--- src/rtl/gcd_apb_pkg.sv ---
// Shared types and constants for the GCD wrapper APB path.
// The register map is used by benches and sequencers driving the slave.
package gcd_apb_pkg;

    localparam int APB_ADDR_WIDTH = 32;
    localparam int APB_DATA_WIDTH = 32;

    localparam logic [31:0] GCD_REG_CTRL   = 32'h0000_0000;
    localparam logic [31:0] GCD_REG_OPA    = 32'h0000_0004;
    localparam logic [31:0] GCD_REG_OPB    = 32'h0000_0008;
    localparam logic [31:0] GCD_REG_RESULT = 32'h0000_000C;
    localparam logic [31:0] GCD_REG_STATUS = 32'h0000_0010;

    typedef enum logic [1:0] {
        IDLE,
        SETUP,
        ACCESS,
        RESP
    } apb_master_state_t;

endpackage

--- src/rtl/apb_master.sv ---
// Single-outstanding APB requester with valid/ready command and
// response channels and a PREADY wait-state timeout.
module apb_master
    import gcd_apb_pkg::*;
#(
    parameter int ADDR_WIDTH     = APB_ADDR_WIDTH,
    parameter int DATA_WIDTH     = APB_DATA_WIDTH,
    parameter int TIMEOUT_CYCLES = 255
) (
    input  logic                  CLK,
    input  logic                  RESETn,
    input  logic                  REQ_VALID,
    output logic                  REQ_READY,
    input  logic [ADDR_WIDTH-1:0] REQ_ADDR,
    input  logic                  REQ_WRITE,
    input  logic [DATA_WIDTH-1:0] REQ_WDATA,
    output logic                  RSP_VALID,
    input  logic                  RSP_READY,
    output logic [DATA_WIDTH-1:0] RSP_RDATA,
    output logic                  RSP_ERR,
    output logic                  RSP_TIMEOUT,
    output logic [ADDR_WIDTH-1:0] PADDR,
    output logic                  PSEL,
    output logic                  PENABLE,
    output logic                  PWRITE,
    output logic [DATA_WIDTH-1:0] PWDATA,
    input  logic [DATA_WIDTH-1:0] PRDATA,
    input  logic                  PREADY,
    input  logic                  PSLVERR
);

    localparam int CNT_W =
        (TIMEOUT_CYCLES > 0) ? $clog2(TIMEOUT_CYCLES + 1) : 1;
    localparam logic [CNT_W-1:0] CNT_LAST = CNT_W'(TIMEOUT_CYCLES - 1);
    localparam bit TO_EN = (TIMEOUT_CYCLES != 0);

    apb_master_state_t state, state_nxt;
    logic [CNT_W-1:0]  wait_cnt;
    logic              to_hit;

    // The wait that would bring the counter to the limit aborts instead.
    assign to_hit = TO_EN && (wait_cnt == CNT_LAST) && !PREADY;

    always_ff @(posedge CLK or negedge RESETn) begin
        if (!RESETn) begin
            state <= IDLE;
        end else begin
            state <= state_nxt;
        end
    end

    always_comb begin
        state_nxt = state;
        unique case (state)
            IDLE:    if (REQ_VALID) state_nxt = SETUP;
            SETUP:   state_nxt = ACCESS;
            ACCESS:  if (PREADY || to_hit) state_nxt = RESP;
            RESP:    if (RSP_READY) state_nxt = IDLE;
            default: state_nxt = IDLE;
        endcase
    end

    assign REQ_READY = (state == IDLE) && RESETn;
    assign PSEL      = (state == SETUP) || (state == ACCESS);
    assign PENABLE   = (state == ACCESS);
    assign RSP_VALID = (state == RESP);

    always_ff @(posedge CLK or negedge RESETn) begin
        if (!RESETn) begin
            PADDR  <= '0;
            PWRITE <= 1'b0;
            PWDATA <= '0;
        end else if (state == IDLE && REQ_VALID) begin
            PADDR  <= REQ_ADDR;
            PWRITE <= REQ_WRITE;
            PWDATA <= REQ_WDATA;
        end
    end

    always_ff @(posedge CLK or negedge RESETn) begin
        if (!RESETn) begin
            wait_cnt <= '0;
        end else if (state == SETUP) begin
            wait_cnt <= '0;
        end else if (state == ACCESS && !PREADY && wait_cnt != '1) begin
            wait_cnt <= wait_cnt + 1'b1;
        end
    end

    always_ff @(posedge CLK or negedge RESETn) begin
        if (!RESETn) begin
            RSP_RDATA   <= '0;
            RSP_ERR     <= 1'b0;
            RSP_TIMEOUT <= 1'b0;
        end else if (state == ACCESS) begin
            if (PREADY) begin
                RSP_RDATA   <= PWRITE ? '0 : PRDATA;
                RSP_ERR     <= PSLVERR;
                RSP_TIMEOUT <= 1'b0;
            end else if (to_hit) begin
                RSP_RDATA   <= '0;
                RSP_ERR     <= 1'b1;
                RSP_TIMEOUT <= 1'b1;
            end
        end
    end

endmodule

--- config.mk ---
export PLATFORM = sky130hd
export DESIGN_NAME = apb_master
export DESIGN_NICKNAME = d
export VERILOG_FILES = /design/src/rtl/gcd_apb_pkg.sv /design/src/rtl/apb_master.sv
export SDC_FILE = /design/constraint.sdc
export NUM_CORES = 1
export LEC_CHECK = 0
export BUFFER_PORTS_ARGS = -buffer_cell sky130_fd_sc_hd__buf_4
export CORE_ASPECT_RATIO = 0.6
export CORE_UTILIZATION = 45
export CTS_CLUSTER_DIAMETER = 60
export DETAILED_ROUTE_END_ITERATION = 8
export HOLD_SLACK_MARGIN = 0.08
export PLACE_DENSITY_LB_ADDON = 0.1
export SLEW_MARGIN = 20
export SYNTH_ARGS = -nofsm -noshare
export SYNTH_HDL_FRONTEND = slang
export SYNTH_SLANG_ARGS = --single-unit
--- constraint.sdc ---
create_clock -name CLK -period 3.9 [get_ports CLK]
set_input_delay 0 -clock CLK [delete_from_list [all_inputs] [get_ports CLK]]
set_output_delay 0 -clock CLK [all_outputs]
set_load 0.03 [all_outputs]
==> impl_table.tex <==
\begin{tabular}{lr}
\hline
Metric & Value \\
\hline
\multicolumn{2}{l}{\textbf{Outcome}} \\
Result of the run & finished, final reports clean \\
\multicolumn{2}{l}{\textbf{Detailed routing}} \\
Post-detailed-routing wire length & 12000 um \\
Drt first pass iters & 4 \\
Post-route antenna net violation count & 0 \\
Routed length per instance & 16.6 um \\
Ratio of routed vias to standard cells & 4.81 \\
Initial DRC Count & 203 \\
DRC violations left & 0 \\
Total number of vias & 3483 \\
\multicolumn{2}{l}{\textbf{Final layout}} \\
Number of nets at the end of the flow & 699 \\
Most common cell after layout, fill and taps aside & sky130\_fd\_sc\_hd\_\_buf\_4 \\
Final standard cell area without fillers & 7220 sq um \\
Growth of design area from synthesis to finish & 69.9\% \\
Highest-count cells in the layout ignoring fill and taps & sky130\_fd\_sc\_hd\_\_buf\_4, sky130\_fd\_sc\_hd\_\_dfrtp\_1, sky130\_fd\_sc\_hd\_\_dlygate4sd3\_1, sky130\_fd\_sc\_hd\_\_mux2\_2, sky130\_fd\_sc\_hd\_\_a22o\_1 \\
Share of layout cells above drive strength 1 & 0.502 \\
Final Util & 0.788 \\
Number of diodes added for antenna fixing & 0 \\
\multicolumn{2}{l}{\textbf{Synth}} \\
Fraction of the yosys area taken by sequential cells & 0.642 \\
Distinct cell type count after synthesis & 32 \\
Synth Register Bits & 109 \\
Number of nets produced by synthesis & 392 \\
Average cell area after synthesis & 15.1 sq um \\
Syn Inst Count & roughly 280 \\
Post-Syn Area & 4250 sq um \\
Count of yosys warnings during synthesis & 0 \\
\multicolumn{2}{l}{\textbf{Floorplanning}} \\
Initial core utilization & 0.464 \\
IO Count & just over 200 \\
Die X & 127 um \\
Die area & 9840 sq um \\
Cell row count & 27 \\
Core Region & 9160 sq um \\
Vertical extent of the die & 77.2 um \\
\multicolumn{2}{l}{\textbf{STA}} \\
Post-route minimum period & 2060 ps \\
Number of failing setup endpoints in the final timing report & 0 \\
Total negative setup slack & 0 ps \\
Worst slew pin tran & 754 ps \\
Count of endpoints failing hold in the final timing report & 0 \\
Max frequency & 484 MHz \\
Final period util & 0.529 \\
Slew Viols, Final & 0 \\
Worst-case hold slack & 173 ps \\
Layout Skew & 7.62 ps \\
Tightest slew margin relative to the limit & 0.496 \\
Setup repair after global routing missed its margin & false \\
\multicolumn{2}{l}{\textbf{Placement}} \\
GPL Wtd Cong & 0.834 \\
Number of I/O port buffers & 205 \\
Area post-placement & 5910 sq um \\
DPL Wire Length & 7480 um \\
\multicolumn{2}{l}{\textbf{Clock tree}} \\
Clock-pin slew reported for the worst setup and hold paths after clock tree synthesis & 70 ps \\
Deepest clock path buffer count & 2 \\
Post CTS Setup Buffer Count & 0 \\
Number of H-tree branching levels & 3 \\
Num CTS Buffers & 9 \\
TritonCTS clock tree & yes \\
CTS Hold Bufs & 100 \\
Count of clock tree sinks & between 100 and 150 \\
Later-pin clock latency in the skew report & 340 ps \\
Cell at the root of the clock tree & sky130\_fd\_sc\_hd\_\_clkbuf\_16 \\
CTS resizes & 0 \\
\multicolumn{2}{l}{\textbf{GRT}} \\
Total GRT Usage & 0.255 \\
Wire length of the first global-routing pass & 19200 um \\
Antenna violations before repair & 0 \\
Pin count of the biggest net entering global routing & 50 \\
Sum of overflow across all layers after global routing & 0 \\
Vias in the first global route & 3739 \\
\multicolumn{2}{l}{\textbf{Worst hold path}} \\
HP Class & in2reg \\
\multicolumn{2}{l}{\textbf{Worst setup path}} \\
Type of element capturing the critical path & flip-flop \\
Class of the most critical setup path & reg2reg \\
CP required & between 4000 and 5000 ps \\
CP Launch Type & flip-flop \\
Data arrival at the endpoint of the critical path & 2290 ps \\
CP Max Fanout & 37 \\
\multicolumn{2}{l}{\textbf{Power and ir drop}} \\
Reported leakage power & between 3 and 4 nW \\
Maximum vdd drop & roughly 530 uV \\
Power per cell area & 795 nW/um\^{}2 \\
\multicolumn{2}{l}{\textbf{Flow run}} \\
Max-capacitance violation count & 0 \\
\hline
\end{tabular}
[kinds of logic after synthesis]
group / count (synthesis) / share of synthesized area
buffers and inverters: 21 / 0.0268
AOI/OAI and AO/OA: 46 / 0.0881
adders and majority gates: 7 / 0.0206
muxes: 66 / 0.175
xor gates and xnor gates: 6 / 0.0124
and+or+nand+nor: 27 / 0.0348
DFF: 109 / 0.642
[state kept, by name (all words and copies together), names as in the netlist]
name         count
PADDR           32
RSP_ERR          1
RSP_RDATA       32
PWDATA          32
wait_cnt         8
state            2
RSP_TIMEOUT      1
PWRITE           1
[routing by layer]
layer	track usage	up-vias	routed length, um
li1	-	1635	-
met1	0.322	1702	5040
met2	0.426	132	6020
met3	0.0809	14	785
met4	0.0667	0	147
met5	0	-	0
[Yosys cell counts]
cell	count	area share
sky130_fd_sc_hd__mux2_2	66	0.18
sky130_fd_sc_hd__buf_2	10	0.012
sky130_fd_sc_hd__o21ai_1	1	0.0012
sky130_fd_sc_hd__and2b_1	1	0.0018
sky130_fd_sc_hd__nand3b_2	1	0.0027
sky130_fd_sc_hd__ha_1	7	0.021
sky130_fd_sc_hd__o32a_1	1	0.0024
sky130_fd_sc_hd__nand2_1	4	0.0035
sky130_fd_sc_hd__nor2_1	10	0.0088
sky130_fd_sc_hd__nand4_1	3	0.0044
sky130_fd_sc_hd__buf_6	3	0.0080
sky130_fd_sc_hd__o22ai_1	1	0.0015
sky130_fd_sc_hd__a31oi_1	1	0.0015
sky130_fd_sc_hd__xor2_1	2	0.0041
sky130_fd_sc_hd__a311oi_1	1	0.0021
sky130_fd_sc_hd__dfrtp_1	109	0.64
sky130_fd_sc_hd__xnor2_1	4	0.0082
sky130_fd_sc_hd__and2_1	2	0.0029
sky130_fd_sc_hd__or4_1	1	0.0018
sky130_fd_sc_hd__or2_2	1	0.0015
sky130_fd_sc_hd__o21ai_2	1	0.0021
sky130_fd_sc_hd__o21a_1	1	0.0018
sky130_fd_sc_hd__o211ai_1	1	0.0018
sky130_fd_sc_hd__and4b_1	1	0.0024
sky130_fd_sc_hd__inv_1	7	0.0062
sky130_fd_sc_hd__nand3_1	1	0.0012
sky130_fd_sc_hd__buf_1	1	0.00088
sky130_fd_sc_hd__nand3_2	1	0.0024
sky130_fd_sc_hd__o41ai_1	1	0.0021
sky130_fd_sc_hd__a21oi_1	5	0.0059
sky130_fd_sc_hd__and3_1	1	0.0015
sky130_fd_sc_hd__a22o_1	32	0.066
[path summary, 6_finish.rpt]
check	from	endpoint	slack, ps	depth (start not counted)
setup reg to reg	state[0]	PWDATA[12]	1840	5
min in group asynchronous	RESETn	PWDATA[26]	190	2
hold reg to reg	RSP_RDATA[13]	RSP_RDATA[13]	500	1
hold / removal	RSP_READY	state[0]	170	3
setup / recovery	state[0]	PWDATA[12]	1840	5
max in group asynchronous	RESETn	PWDATA[23]	2710	3
[area by class of cell]
cell class / count / area (sq um)
inverter: 7 / 26.3
clock buffer: 10 / 239
multi-input combinational: 152 / 1420
fill: 547 / 1940
clock inverter: 6 / 68.8
timing repair buffer: 310 / 2580
tap: 130 / 163
sequential: 109 / 2730
[worst max-delay path, stage by stage (launching register included)]
cell                      delay, ps
sky130_fd_sc_hd__dfrtp_1        410
sky130_fd_sc_hd__inv_1          100
sky130_fd_sc_hd__ha_1           240
sky130_fd_sc_hd__nand2_2        290
sky130_fd_sc_hd__buf_4          490
sky130_fd_sc_hd__mux2_2         400
[power by group]
group / total, mW / switching, mW / leakage [nW] / internal (mW)
clock: 0.933 / 0.412 / 0.149 / 0.520
sequential: 1.90 / 0.276 / 1.34 / 1.62
combinational: 2.90 / 1.65 / 2.04 / 1.25
[stage by stage]
| stage | cells | setup slack, ps | power (mW) |
|---|---|---|---|
| 6_report | 724 | 1840 | 5.73 |
| 5_1_grt | 724 | 1740 | 6.02 |
| 4_1_cts | 724 | 1840 | 5.75 |
| 3_5_place_dp | 608 | 1850 | 4.72 |
| 3_3_place_gp | 608 | 1660 | 4.65 |
| 2_1_floorplan | 282 | 2160 | 3.63 |
No activity file was read; power rests on OpenSTA's default activity.
